[config.mk]
export PLATFORM = sky130hd
export DESIGN_NAME = uart_rx_ctrl
export DESIGN_NICKNAME = d
export VERILOG_FILES = /design/src/rtl/uart_rx_ctrl.sv
export SDC_FILE = /design/constraint.sdc
export NUM_CORES = 1
export LEC_CHECK = 0
export CAP_MARGIN = 20
export CORE_ASPECT_RATIO = 1.4
export CORE_MARGIN = 2
export CORE_UTILIZATION = 31
export CTS_CLUSTER_SIZE = 14
export DETAILED_ROUTE_END_ITERATION = 6
export PLACE_DENSITY = 0.61
export SYNTH_ARGS = -nofsm -noshare
export SYNTH_HDL_FRONTEND = slang
export SYNTH_SLANG_ARGS = --single-unit
[constraint.sdc]
create_clock -name clk -period 2.7 [get_ports clk]
set_input_delay 0.675 -clock clk [delete_from_list [all_inputs] [get_ports clk]]
set_output_delay 0.675 -clock clk [all_outputs]
set_load 0.05 [all_outputs]
[src/rtl/uart_rx_ctrl.sv]
// Purpose : CPU-side sequencer for the UART RX FIFO: forwards receiver bytes, prefetches the head, tracks level/overrun/timeout, raises irq.
// Latency : a FIFO write in cycle W shows as data_avail from W+3; a pop in cycle N exposes the next byte from N+3.
// Backpressure: none toward the receiver; bytes arriving while the FIFO is full are dropped and set the sticky ovr flag.
//
// Ports
//   clk, rst            clock; asynchronous active-low reset
//   rx_valid, rx_data   receiver byte strobe and data (passed straight to the FIFO write port)
//   fifo_*              RX FIFO interface (fifo_rddata is the registered head, one edge behind the index)
//   rd_req              CPU consume of the data register
//   rd_data, data_avail held byte and its valid flag
//   level               bytes stored, including the held one
//   thresh, irq_en      level threshold (0 disables) and enables {ovr, tmo, level}
//   ovr, ovr_clr        sticky overrun flag and its clear
//   tmo, irq            idle-timeout flag and registered interrupt
module uart_rx_ctrl #(
    parameter int AW      = 9,
    parameter int TIMEOUT = 4096
) (
    input  logic          clk,
    input  logic          rst,
    input  logic          rx_valid,
    input  logic [7:0]    rx_data,
    output logic          fifo_rst,
    output logic [7:0]    fifo_wrdata,
    output logic          fifo_wr_en,
    input  logic [7:0]    fifo_rddata,
    output logic          fifo_rd_en,
    input  logic          fifo_empty,
    input  logic          fifo_full,
    input  logic          rd_req,
    output logic [7:0]    rd_data,
    output logic          data_avail,
    output logic [AW-1:0] level,
    input  logic [AW-1:0] thresh,
    input  logic [2:0]    irq_en,
    output logic          ovr,
    input  logic          ovr_clr,
    output logic          tmo,
    output logic          irq
);

    localparam int            TW        = $clog2(TIMEOUT + 1);
    localparam logic [AW-1:0] LEVEL_MAX = {AW{1'b1}};
    localparam logic [TW-1:0] TMO_VAL   = TW'(TIMEOUT);

    typedef enum logic [1:0] {
        ST_EMPTY = 2'd0,
        ST_WAIT  = 2'd1,
        ST_HOLD  = 2'd2
    } state_t;

    state_t        state;
    state_t        state_nxt;
    logic          hold_load;
    logic          wr_accept;
    logic [1:0]    frst_sync;
    logic [7:0]    hold_q;
    logic [TW-1:0] idle_cnt;
    logic          irq_nxt;

    // ------------------------------------------------------------------
    // FIFO reset: asserts with rst, releases on the second edge after rst
    // rises so the FIFO leaves reset cleanly synchronised to clk.
    // ------------------------------------------------------------------
    always_ff @(posedge clk or negedge rst) begin
        if (!rst) begin
            frst_sync <= 2'b00;
        end else begin
            frst_sync <= {frst_sync[0], 1'b1};
        end
    end

    assign fifo_rst = ~frst_sync[1];

    // Write path is a straight pass-through; the FIFO itself drops when full.
    assign fifo_wr_en  = rx_valid;
    assign fifo_wrdata = rx_data;
    assign wr_accept   = rx_valid & ~fifo_full;

    // ------------------------------------------------------------------
    // Read FSM: state register
    // ------------------------------------------------------------------
    always_ff @(posedge clk or negedge rst) begin
        if (!rst) begin
            state <= ST_EMPTY;
        end else begin
            state <= state_nxt;
        end
    end

    // Read FSM: next state.  WAIT exists because fifo_rddata only reflects
    // a new head one edge after the FIFO becomes non-empty or is popped.
    always_comb begin
        state_nxt = state;
        case (state)
            ST_EMPTY: if (!fifo_empty) state_nxt = ST_WAIT;
            ST_WAIT:  state_nxt = ST_HOLD;
            ST_HOLD:  if (rd_req) state_nxt = ST_EMPTY;
            default:  state_nxt = ST_EMPTY;
        endcase
    end

    // Read FSM: outputs.  The pop is a single-cycle pulse tied to the
    // consuming read; rd_req in any other state is ignored.
    always_comb begin
        fifo_rd_en = 1'b0;
        hold_load  = 1'b0;
        case (state)
            ST_WAIT: hold_load  = 1'b1;
            ST_HOLD: fifo_rd_en = rd_req;
            default: begin
                fifo_rd_en = 1'b0;
                hold_load  = 1'b0;
            end
        endcase
    end

    // Holding register; rd_data stays stable for the whole HOLD period.
    always_ff @(posedge clk or negedge rst) begin
        if (!rst) begin
            hold_q     <= 8'h00;
            data_avail <= 1'b0;
        end else if (hold_load) begin
            hold_q     <= fifo_rddata;
            data_avail <= 1'b1;
        end else if (fifo_rd_en) begin
            data_avail <= 1'b0;
        end
    end

    assign rd_data = hold_q;

    // ------------------------------------------------------------------
    // Occupancy: a simultaneous accept and pop leaves the count unchanged.
    // Guards keep it from wrapping in either direction.
    // ------------------------------------------------------------------
    always_ff @(posedge clk or negedge rst) begin
        if (!rst) begin
            level <= '0;
        end else begin
            case ({wr_accept, fifo_rd_en})
                2'b10:   if (level != LEVEL_MAX) level <= level + AW'(1);
                2'b01:   if (level != '0)        level <= level - AW'(1);
                default: level <= level;
            endcase
        end
    end

    // Sticky overrun: a drop in the same cycle as ovr_clr keeps the flag set.
    always_ff @(posedge clk or negedge rst) begin
        if (!rst) begin
            ovr <= 1'b0;
        end else if (rx_valid && fifo_full) begin
            ovr <= 1'b1;
        end else if (ovr_clr) begin
            ovr <= 1'b0;
        end
    end

    // ------------------------------------------------------------------
    // Idle timeout: counts cycles with data pending and no traffic in
    // either direction; parks at TIMEOUT so tmo stays up until cleared.
    // ------------------------------------------------------------------
    always_ff @(posedge clk or negedge rst) begin
        if (!rst) begin
            idle_cnt <= '0;
        end else if (rx_valid || fifo_rd_en || (level == '0)) begin
            idle_cnt <= '0;
        end else if (idle_cnt != TMO_VAL) begin
            idle_cnt <= idle_cnt + TW'(1);
        end
    end

    assign tmo = (idle_cnt == TMO_VAL);

    // ------------------------------------------------------------------
    // Interrupt: registered OR of the enabled causes.
    // ------------------------------------------------------------------
    always_comb begin
        irq_nxt = (irq_en[0] && (thresh != '0) && (level >= thresh))
                | (irq_en[1] && tmo)
                | (irq_en[2] && ovr);
    end

    always_ff @(posedge clk or negedge rst) begin
        if (!rst) begin
            irq <= 1'b0;
        end else begin
            irq <= irq_nxt;
        end
    end

endmodule

==> metrics.cfg, run 1 <==
[timing]
clock.fmax_ghz = 0.400
finalHoldViolations = 0
fin_crit_ns = 2.50
slew_violations = 0
setup_viol = 0
rsz0062_at_grt = false
post-route-period-util_pct = 92.6
slew_headroom_pct = 44.9
setup_tns_ns = 0
finClkSkew_ns = 0.00493
tightest_slew_ns = 0.826

[power_and_ir_drop]
p_comb_share_pct = 58.7
finalPower_w = 0.00313
switching_power_w = 0.00140
pwr-share-clk_pct = 11.9
ir_drop_v = 0.000529
p_leak_nw = 1.41
intPower_w = 0.00173
seq_power_share_pct = 29.4
power.density_mw_per_mm2 = 983
swShare_pct = 44.7

[setup_path]
arrival_ns = 2.67
crit_path_start_kind = input pin
endpoint_kind = flop
crit_fanout = 5
crit_type = in -> reg
crit_required_ns = 2.87

[cts]
cts_buffers = 5
clock_latency_ns = 0.29
cts_tree = built
cts_buffer_depth = 2
clock_sinks = 37
root_buffer = clkbuf_8
htreeDepth = 2
postCtsHoldBufs = 0
worst_setup_hold_path_clk_slew_ns = 0.07

[floorplanning]
core_area_mm2 = 0.00703
ioPinCount = 67
die_area_mm2 = 0.00803
start_util_pct = 32.3
die_h_um = 105
rows = 36
die_w_um = 76.3

[drt]
wirelength_um = 5140
dr.pass1.iters = 4
wl_per_cell_um = 13.1
drc = 0
via_count = 1836
vias_per_cell = 4.68
drtAntennaViolNets = 0
drtIter0Drc = 90

[synthesis]
synth_area_per_cell_um2 = 9.95
synth.area.top_cells = dfrtp_1, ha_1, mux2_2
ys_top_cells_by_count = dfrtp_1, nor2_1, ha_1
yosysSeqAreaShare_pct = 40.8
syn_area_mm2 = 0.00227
ys_seq_elements = 37
synthDistinctLibCells = 44
synth.most_common_cell = dfrtp_1
async_flop_share_pct = 100
synth_top_area_share_pct = 40.8
yosysWarnings = 0
syn_nets = 284
synth_edf_count = 0
synth_top_area_cell = dfrtp_1
ys.flop_type = dfrtp_1
synth_cells = 228

[place]
routabilityCongestion = 0.767
place.port_buffers = 50
hpwl_um = 3880

[grt]
grt_pass1_wl_um = 9020
antenna_found_initial = 0
grt.overflow.total = 0
gr-usage-all-layers_pct = 14.0
grt_pass1_vias = 2011
grt_max_degree = 38

[flow_run]
maxCapViolCount = 0

[cells_and_area]
synthToLayoutAreaGrowth_pct = 40.1
n_fill_cell = 720
n_antenna_cell = 0
utilization_pct = 45.3
multi_input_area_mm2 = 0.00127
nets = 352
ff_latch_area_um2 = 926
drive_gt1_share_pct = 20.5

[run_status]
status = complete, no violations

[worst_hold_path]
hold_class = reg -> reg

[what timing repair did]
| item | 4_1_cts | 5_1_grt |
|---|---|---|
| gates resized for setup | 5 | 5 |
| gates cloned | 0 | 0 |
| setup endpoints to repair | 3 | 3 |
| pin swaps | 3 | 7 |
| buffers inserted | 5 | 1 |
[path summary, 6_finish.rpt]
path / cells after the start / from / slack (ns) / to
worst max-delay path: 11 / rd_req / 0.20 / level[8]
worst min-delay path: 0 / frst_sync[0] / 0.35 / frst_sync[1]
worst max register to register: 10 / state[0] / 0.25 / level[8]
worst min register to register: 0 / frst_sync[0] / 0.35 / frst_sync[1]
max in group asynchronous: 1 / rst / 1.69 / rd_data[5]
min in group asynchronous: 1 / rst / 0.48 / idle_cnt[3]
[layout make-up]
| cell class | instances | area share (%) |
|---|---|---|
| Clock inverter | 2 | 0.315 |
| Sequential cell | 37 | 29.1 |
| Timing Repair Buffer | 74 | 22.7 |
| Inverter | 16 | 2.01 |
| Tap cell | 95 | 3.74 |
| Multi-Input combinational cell | 162 | 39.9 |
| Clock buffer | 6 | 2.28 |
[critical path: stages]
cell	delay, ns
clkbuf_2	0.09
nand3b_1	0.14
clkinvlp_4	0.14
ha_4	0.20
buf_4	0.14
fa_2	0.34
a211oi_2	0.25
o211ai_1	0.16
nand2_1	0.12
nor2_1	0.05
a2111o_1	0.37
[layer usage]
metal  vias up  share of wire [%]  GRT usage, %
li1        916                  -             -
met3        12                5.6          4.02
met4         0                2.9          6.49
met5         -                  0             0
met1       855                 43          16.1
met2        53                 49          23.8
[cell usage in the layout (no fill, tap or decap), drive strengths merged, types with 3 or more instances in the layout]
cell and instances:
a211oi 3, a21o 7, a21oi 9, buf 28, clkbuf 7, clkdlybuf4s50 43, dfrtp 37, ha 20
inv 15, mux2 11, nand2 16, nand2b 3, nand3 7, nand4 3, nor2 22, nor3 5
nor4b 3, o21ai 9, xnor2 9, xor2 9
[stage by stage]
step	setup slack [ns]	cell area, um2	cells	hold WS, ns
6_report	0.199	3180	392	0.353
5_1_grt	0.0640	3180	392	0.370
4_1_cts	0.00226	3170	391	0.357
3_5_place_dp	-0.384	3040	378	0.341
3_3_place_gp	-0.323	3040	378	0.337
2_1_floorplan	-0.109	2330	228	0.331
[power by group through the flow]
stage | sequential (W) | combinational, W | clock, W
2_1_floorplan | 0.00135 | 0.000763 | 0
3_3_place_gp | 0.000929 | 0.00178 | 0
3_5_place_dp | 0.000931 | 0.00181 | 0
4_1_cts | 0.000923 | 0.00184 | 0.000391
5_1_grt | 0.000959 | 0.00198 | 0.000419
6_report | 0.000917 | 0.00184 | 0.000372
[sequential cells by signal, indices dropped and copies added (netlist names)]
name,flops
idle_cnt,13
level,9
rd_data,8
frst_sync,2
irq,1
data_avail,1
ovr,1
state,2
[logic make-up after synthesis]
kind of cell | Yosys count | synth area share (%)
compound gates | 40 | 12.3
xor+xnor | 18 | 6.95
fa+ha+maj | 21 | 11.9
buf+inv | 29 | 6.62
flops | 37 | 40.8
mux | 12 | 5.90
other cells | 1 | 0.165
simple gates | 70 | 15.4
No activity file was read; power rests on OpenSTA's default activity.
==> run 2: changes to the inputs <==
==> constraint.sdc (replaced) <==
create_clock -name clk -period 2.7 [get_ports clk]
set_input_delay 0.54 -clock clk [delete_from_list [all_inputs] [get_ports clk]]
set_output_delay 0.54 -clock clk [all_outputs]
set_load 0.05 [all_outputs]
==> run 2 against run 1 <==
Maximum frequency shrank 5.0%. Core utilization fell by 1.7 points. Register-to-register slack improved by 0.08 ns. Cell area decreased by 3.8%. Highest routed layer unchanged. Die area did not move. Total power fell by 2.7%. Critical path depth decreased by 1.
==> metrics.cfg, run 2 (synthesis gave the netlist of run 1 again) <==
[timing]
setup_slack_ns = 0.0671  ; was 0.199 ns
finClkSkew_ns = 0.00586  ; was 0.00493 ns
finalHoldViolations = 0  ; unchanged
slew_violations = 0  ; unchanged
rsz0062_at_grt = true  ; was false
setup_viol = 0  ; unchanged
tightest_slew_ns = 0.839  ; was 0.826 ns
fin_crit_ns = 2.63  ; was 2.50 ns
post-route-period-util_pct = 97.5  ; was 92.6%
slew_headroom_pct = 44.1  ; was 44.9%
clock.fmax_ghz = 0.380  ; was 0.400 GHz

[drt]
wl_per_cell_um = 12.9  ; was 13.1 um
vias_per_cell = 4.82  ; was 4.68
drc = 0  ; unchanged
wirelength_um = 4930  ; was 5140 um
drtAntennaViolNets = 0  ; unchanged
via_count = 1846  ; was 1,836
drtIter0Drc = 77  ; was 90
dr.pass1.iters = 4  ; unchanged

[setup_path]
crit_path_start_kind = input pin  ; unchanged
cp_slowest_cell = clkdlybuf4s50_1  ; was a2111o_1
cp_common_cell = ha_4
critical-path-top-delay-family = compound AO/OA/AOI/OAI gates  ; unchanged
path_cells = clkdlybuf4s50_1 -> nand3b_1 -> clkinvlp_4 -> ha_4 -> ha_4 -> o21ai_0 -> o211ai_1 -> nand2_1 -> and3b_1 -> a2111o_1  ; was clkbuf_2 -> nand3b_1 -> clkinvlp_4 -> ha_4 -> buf_4 -> fa_2 -> a211oi_2 -> o211ai_1 -> nand2_1 -> nor2_1 -> a2111o_1
crit_type = in -> reg  ; unchanged
slowest_delay_ns = 0.42  ; was 0.37 ns
crit_required_ns = 2.87  ; about the same
timing.critical_path.buf_inv = 2  ; was 3
crit_fanout = 9  ; was 5
arrival_ns = 2.80  ; was 2.67 ns
endpoint_kind = flop  ; unchanged

[cells_and_area]
synthToLayoutAreaGrowth_pct = 34.8  ; was 40.1%
drive_gt1_share_pct = 17.0  ; was 20.5%
regMostFlops = idle_cnt  ; unchanged
final_common_cell = clkdlybuf4s50_1  ; unchanged
largest_reg_flops = 13  ; unchanged
n_antenna_cell = 0  ; unchanged
final_area_mm2 = 0.00306  ; was 0.00318 mm2
final_cell_mix = clkdlybuf4s50_1, dfrtp_1, nor2_1  ; unchanged
n_fill_cell = 729  ; was 720
nets = 343  ; was 352

[floorplanning]
core_area_mm2 = 0.00703  ; unchanged
die_w_um = 76.3  ; unchanged
die_area_mm2 = 0.00803  ; unchanged
ioPinCount = 67  ; unchanged
rows = 36  ; unchanged
die_h_um = 105  ; unchanged
start_util_pct = 32.3  ; unchanged

[power_and_ir_drop]
seq_power_share_pct = 30.1  ; was 29.4%
p_leak_nw = 1.33  ; was 1.41 nW
swShare_pct = 45.2  ; was 44.7%
intPower_w = 0.00167  ; was 0.00173 W
p_comb_share_pct = 57.5  ; was 58.7%
switching_power_w = 0.00138  ; was 0.00140 W
pwr-share-clk_pct = 12.4  ; was 11.9%
power.density_mw_per_mm2 = 994  ; was 983 mW/mm2
ir_drop_v = 0.000501  ; was 0.000529 V

[cts]
postCtsSetupBuffers = 0  ; was 5
postCtsHoldBufs = 0  ; unchanged
clock_latency_ns = 0.29  ; about the same
clock_sinks = 37  ; unchanged
cts_buffer_depth = 2  ; unchanged
cts_buffers = 5  ; unchanged
htreeDepth = 2  ; unchanged
cts_resized = 0  ; was 5
root_buffer = clkbuf_8  ; unchanged
worst_setup_hold_path_clk_slew_ns = 0.07  ; about the same
cts_tree = built  ; unchanged

[flow_run]
maxCapViolCount = 0  ; unchanged

[run_status]
status = complete, no violations  ; unchanged

[worst_hold_path]
hold_class = in -> async  ; was reg -> reg

[grt]
gr-usage-all-layers_pct = 13.2  ; was 14.0%
antenna_found_initial = 0  ; unchanged
grt_pass1_wl_um = 8700  ; was 9020 um
grt_max_degree = 38  ; unchanged
grt.overflow.total = 0  ; unchanged
grt_pass1_vias = 1866  ; was 2,011

[place]
dp_slack_ns = -0.214  ; was -0.384 ns
hpwl_um = 3760  ; was 3880 um
place.port_buffers = 50  ; unchanged
dpl-instance-area_mm2 = 0.00297  ; was 0.00304 mm2
routabilityCongestion = 0.846  ; was 0.767

[run 2: worst reg2reg max path: stages (launching register included)]
cell	delay, ns
dfrtp_1	0.41
nand3b_1	0.17
clkinvlp_4	0.13
ha_4	0.23
ha_4	0.29
o21ai_0	0.10
o211ai_1	0.29
nand2_1	0.12
and3b_1	0.19
a2111o_1	0.33
[run 2: through the flow]
step / util [%] / hold slack [ns] / std cells / setup TNS (ns) / power (W)
final: 43.6 / 0.346 / 383 / 0 / 0.00304
after global routing: 43.6 / 0.369 / 383 / -0.0445 / 0.00327
after CTS: 43.5 / 0.356 / 383 / 0 / 0.00308
after detailed placement: 42.3 / 0.339 / 375 / -0.708 / 0.00268
after global placement: 42.3 / 0.336 / 375 / -0.524 / 0.00267
after floorplan: - / 0.244 / 228 / 0 / 0.00210
[run 2: worst paths after layout]
check	depth (start not counted)	slack, ns	from	to
min	1	0.35	rst	idle_cnt[3]
min in group clk	0	0.35	frst_sync[0]	frst_sync[1]
max reg2reg	9	0.33	state[1]	level[8]
max in group asynchronous	1	1.82	rst	rd_data[2]
min reg2reg	0	0.35	frst_sync[0]	frst_sync[1]
max	10	0.07	rd_req	level[8]
[run 2: layout make-up]
class	instances	area, um2	share of cell area, %
Multi-Input combinational cell	162	1260	41.0
Sequential cell	37	926	30.3
Timing Repair Buffer	65	613	20.0
Tap cell	95	119	3.88
Clock buffer	6	72.6	2.37
Inverter	16	63.8	2.09
Clock inverter	2	10.0	0.327
[run 2: layer usage]
metal	GRT usage, %	up-vias	share of wire [%]
li1	-	904	-
met1	16.3	879	44
met2	22.1	56	48
met3	4.02	7	6.4
met4	4.42	0	1.4
met5	0	-	0
[run 2: power by group through the flow]
stage / Combinational [W] / Clock (W) / Sequential, W
6_report: 0.00175 / 0.000377 / 0.000916
5_1_grt: 0.00190 / 0.000415 / 0.000952
2_1_floorplan: 0.000750 / 0 / 0.00135
3_5_place_dp: 0.00175 / 0 / 0.000932
3_3_place_gp: 0.00173 / 0 / 0.000932
4_1_cts: 0.00176 / 0.000395 / 0.000922
==> run 3: changes to the inputs <==
CAP_MARGIN = 10   (was 20)
REMOVE_ABC_BUFFERS = 1   (was default)
==> run 3 against run 2 <==
Sequential power barely moved. Maximum frequency is 1.9% higher. Final cell count is 1.0% higher. Critical endpoint unchanged. Sequential share of layout area decreased by 0.16 points. Clock power up 4%. Core utilization up 0.23 points. Critical path type unchanged. Die area unchanged. Non-clock buffer count grew 5. Clock-buffer cell count grew 1.
==> metrics.cfg, run 3 (synthesis gave the netlist of run 1 again) <==
[floorplanning]
die_h_um = 105  ; unchanged
start_util_pct = 32.3  ; unchanged
ioPinCount = 67  ; unchanged
rows = 36  ; unchanged
die_area_mm2 = 0.00803  ; unchanged
die_w_um = 76.3  ; unchanged
core_area_mm2 = 0.00703  ; unchanged

[cts]
cts_tree = built  ; unchanged
worst_setup_hold_path_clk_slew_ns = 0.07  ; about the same
cts_buffers = 5  ; unchanged
htreeDepth = 2  ; unchanged
clock_latency_ns = 0.29  ; about the same
postCtsHoldBufs = 0  ; unchanged
clock_sinks = 37  ; unchanged
root_buffer = clkbuf_8  ; unchanged
cts_buffer_depth = 2  ; unchanged

[cells_and_area]
multi_input_area_mm2 = 0.00123  ; was 0.00126 mm2
largest_reg_flops = 13  ; unchanged
final_common_cell = clkdlybuf4s50_1  ; unchanged
n_fill_cell = 713  ; was 729
drive_gt1_share_pct = 17.5  ; was 17.0%
nets = 348  ; was 343
regMostFlops = idle_cnt  ; unchanged
synthToLayoutAreaGrowth_pct = 35.6  ; was 34.8%
ff_latch_area_um2 = 926  ; unchanged
n_antenna_cell = 0  ; unchanged
final_cell_mix = clkdlybuf4s50_1, dfrtp_1, nor2_1  ; unchanged

[power_and_ir_drop]
seq_power_share_pct = 29.9  ; was 30.1%
switching_power_w = 0.00138  ; about the same
power.density_mw_per_mm2 = 999  ; was 994 mW/mm2
p_leak_nw = 1.37  ; was 1.33 nW
ir_drop_v = 0.000505  ; was 0.000501 V
intPower_w = 0.00170  ; was 0.00167 W
swShare_pct = 44.7  ; was 45.2%
pwr-share-clk_pct = 12.7  ; was 12.4%
p_comb_share_pct = 57.4  ; was 57.5%

[place]
routabilityCongestion = 0.851  ; was 0.846
place.port_buffers = 50  ; unchanged
dp_slack_ns = -0.415  ; was -0.214 ns
hpwl_um = 3810  ; was 3760 um

[worst_hold_path]
hp-start = frst_sync[0]
hold_class = reg -> reg  ; was in -> async

[timing]
finalHoldViolations = 0  ; unchanged
finClkSkew_ns = 0.00932  ; was 0.00586 ns
post-route-period-util_pct = 95.7  ; was 97.5%
rsz0062_at_grt = false  ; was true
fin_crit_ns = 2.58  ; was 2.63 ns
slew_violations = 0  ; unchanged
clock.fmax_ghz = 0.387  ; was 0.380 GHz
tightest_slew_ns = 0.850  ; was 0.839 ns
setup_viol = 0  ; unchanged
setup_tns_ns = 0  ; unchanged
setup_slack_ns = 0.117  ; was 0.0671 ns
slew_headroom_pct = 43.3  ; was 44.1%
hold_slack_ns = 0.353  ; was 0.346 ns

[drt]
drtIter0Drc = 58  ; was 77
drc = 0  ; unchanged
via_count = 1859  ; was 1,846
vias_per_cell = 4.80  ; was 4.82
drtAntennaViolNets = 0  ; unchanged
wirelength_um = 5140  ; was 4930 um
dr.pass1.iters = 4  ; unchanged
wl_per_cell_um = 13.3  ; was 12.9 um

[grt]
antenna_found_initial = 0  ; unchanged
gr-usage-all-layers_pct = 13.6  ; was 13.2%
grt_pass1_wl_um = 8850  ; was 8700 um
grt.overflow.total = 0  ; unchanged
grt_max_degree = 38  ; unchanged
grt_pass1_vias = 1945  ; was 1,866

[setup_path]
arrival_ns = 2.76  ; was 2.80 ns
cp_common_cell = ha_4  ; unchanged
crit_fanout = 6  ; was 9
regToRegSetupSlack_ns = 0.43  ; was 0.33 ns
cp_slowest_cell = clkdlybuf4s50_1  ; unchanged
slowest_delay_ns = 0.41  ; was 0.42 ns
endpoint_kind = flop  ; unchanged
crit_type = in -> reg  ; unchanged
path_cells = clkdlybuf4s50_1 -> nand2b_1 -> ha_4 -> buf_6 -> ha_4 -> o21ai_1 -> o211ai_1 -> nand2_1 -> and3b_1 -> a2111o_1  ; was clkdlybuf4s50_1 -> nand3b_1 -> clkinvlp_4 -> ha_4 -> ha_4 -> o21ai_0 -> o211ai_1 -> nand2_1 -> and3b_1 -> a2111o_1
crit_required_ns = 2.88  ; was 2.87 ns
startpoint = fifo_full  ; was rd_req
r2r-start = state[1]  ; unchanged
crit_path_start_kind = input pin  ; unchanged

[flow_run]
maxCapViolCount = 0  ; unchanged

[run_status]
status = complete, no violations  ; unchanged

## run 3: changes by cell type in the layout (fill, tap and decap cells not counted), sizes merged
cell and change:
buf +5, clkinv -2, clkbuf +1, clkinvlp -1
inv +1
## run 3: cell type report
type | count | share of cell area (%)
tap | 95 | 3.86
clock buffer | 7 | 2.81
sequential | 37 | 30.1
inverter | 16 | 1.95
timing repair buffer | 70 | 21.3
multi-input combinational | 162 | 40.0
## run 3: what timing repair did
item                                    in CTS  in global routing
buffers inserted                             0                  1
endpoints found under the setup margin       4                  4
gates resized for setup                      2                 10
pin swaps                                    0                  2
## run 3: critical path, delay by kind of cell
kind            cells  cell delay (ns)
compound gates      3             0.66
buf+inv             2             0.55
fa+ha+maj           2             0.48
simple gates        3             0.52
## run 3: path summary, 6_finish.rpt
check,depth (start not counted),endpoint
max,10,level[8]
min,0,frst_sync[1]
max reg2reg,10,level[8]
min reg2reg,0,frst_sync[1]
max in group asynchronous,1,rd_data[2]
min in group asynchronous,1,ovr
## run 3: stage by stage
stage          cells  power [W]  utilization (%)  area [um2]
3_3_place_gp     379    0.00264             41.9        2940
5_1_grt          387    0.00330             43.8        3080
4_1_cts          386    0.00308             43.2        3040
2_1_floorplan    215    0.00199                -        2180
3_5_place_dp     379    0.00266             41.9        2940
6_report         387    0.00307             43.8        3080
## run 3: layer usage
layer | GRT usage (%) | part of all wire, %
met1 | 15.4 | 43
met2 | 23.1 | 47
met3 | 4.37 | 6.4
met4 | 6.23 | 2.9
met5 | 0 | 0
## run 3: power groups by stage
| stage | logic, W | clock network [W] | registers, W |
|---|---|---|---|
| after CTS | 0.00175 | 0.000412 | 0.000918 |
| final | 0.00177 | 0.000391 | 0.000918 |
| after floorplan | 0.000656 | 0 | 0.00134 |
| after global routing | 0.00192 | 0.000427 | 0.000950 |
| after global placement | 0.00171 | 0 | 0.000926 |
| after detailed placement | 0.00174 | 0 | 0.000925 |
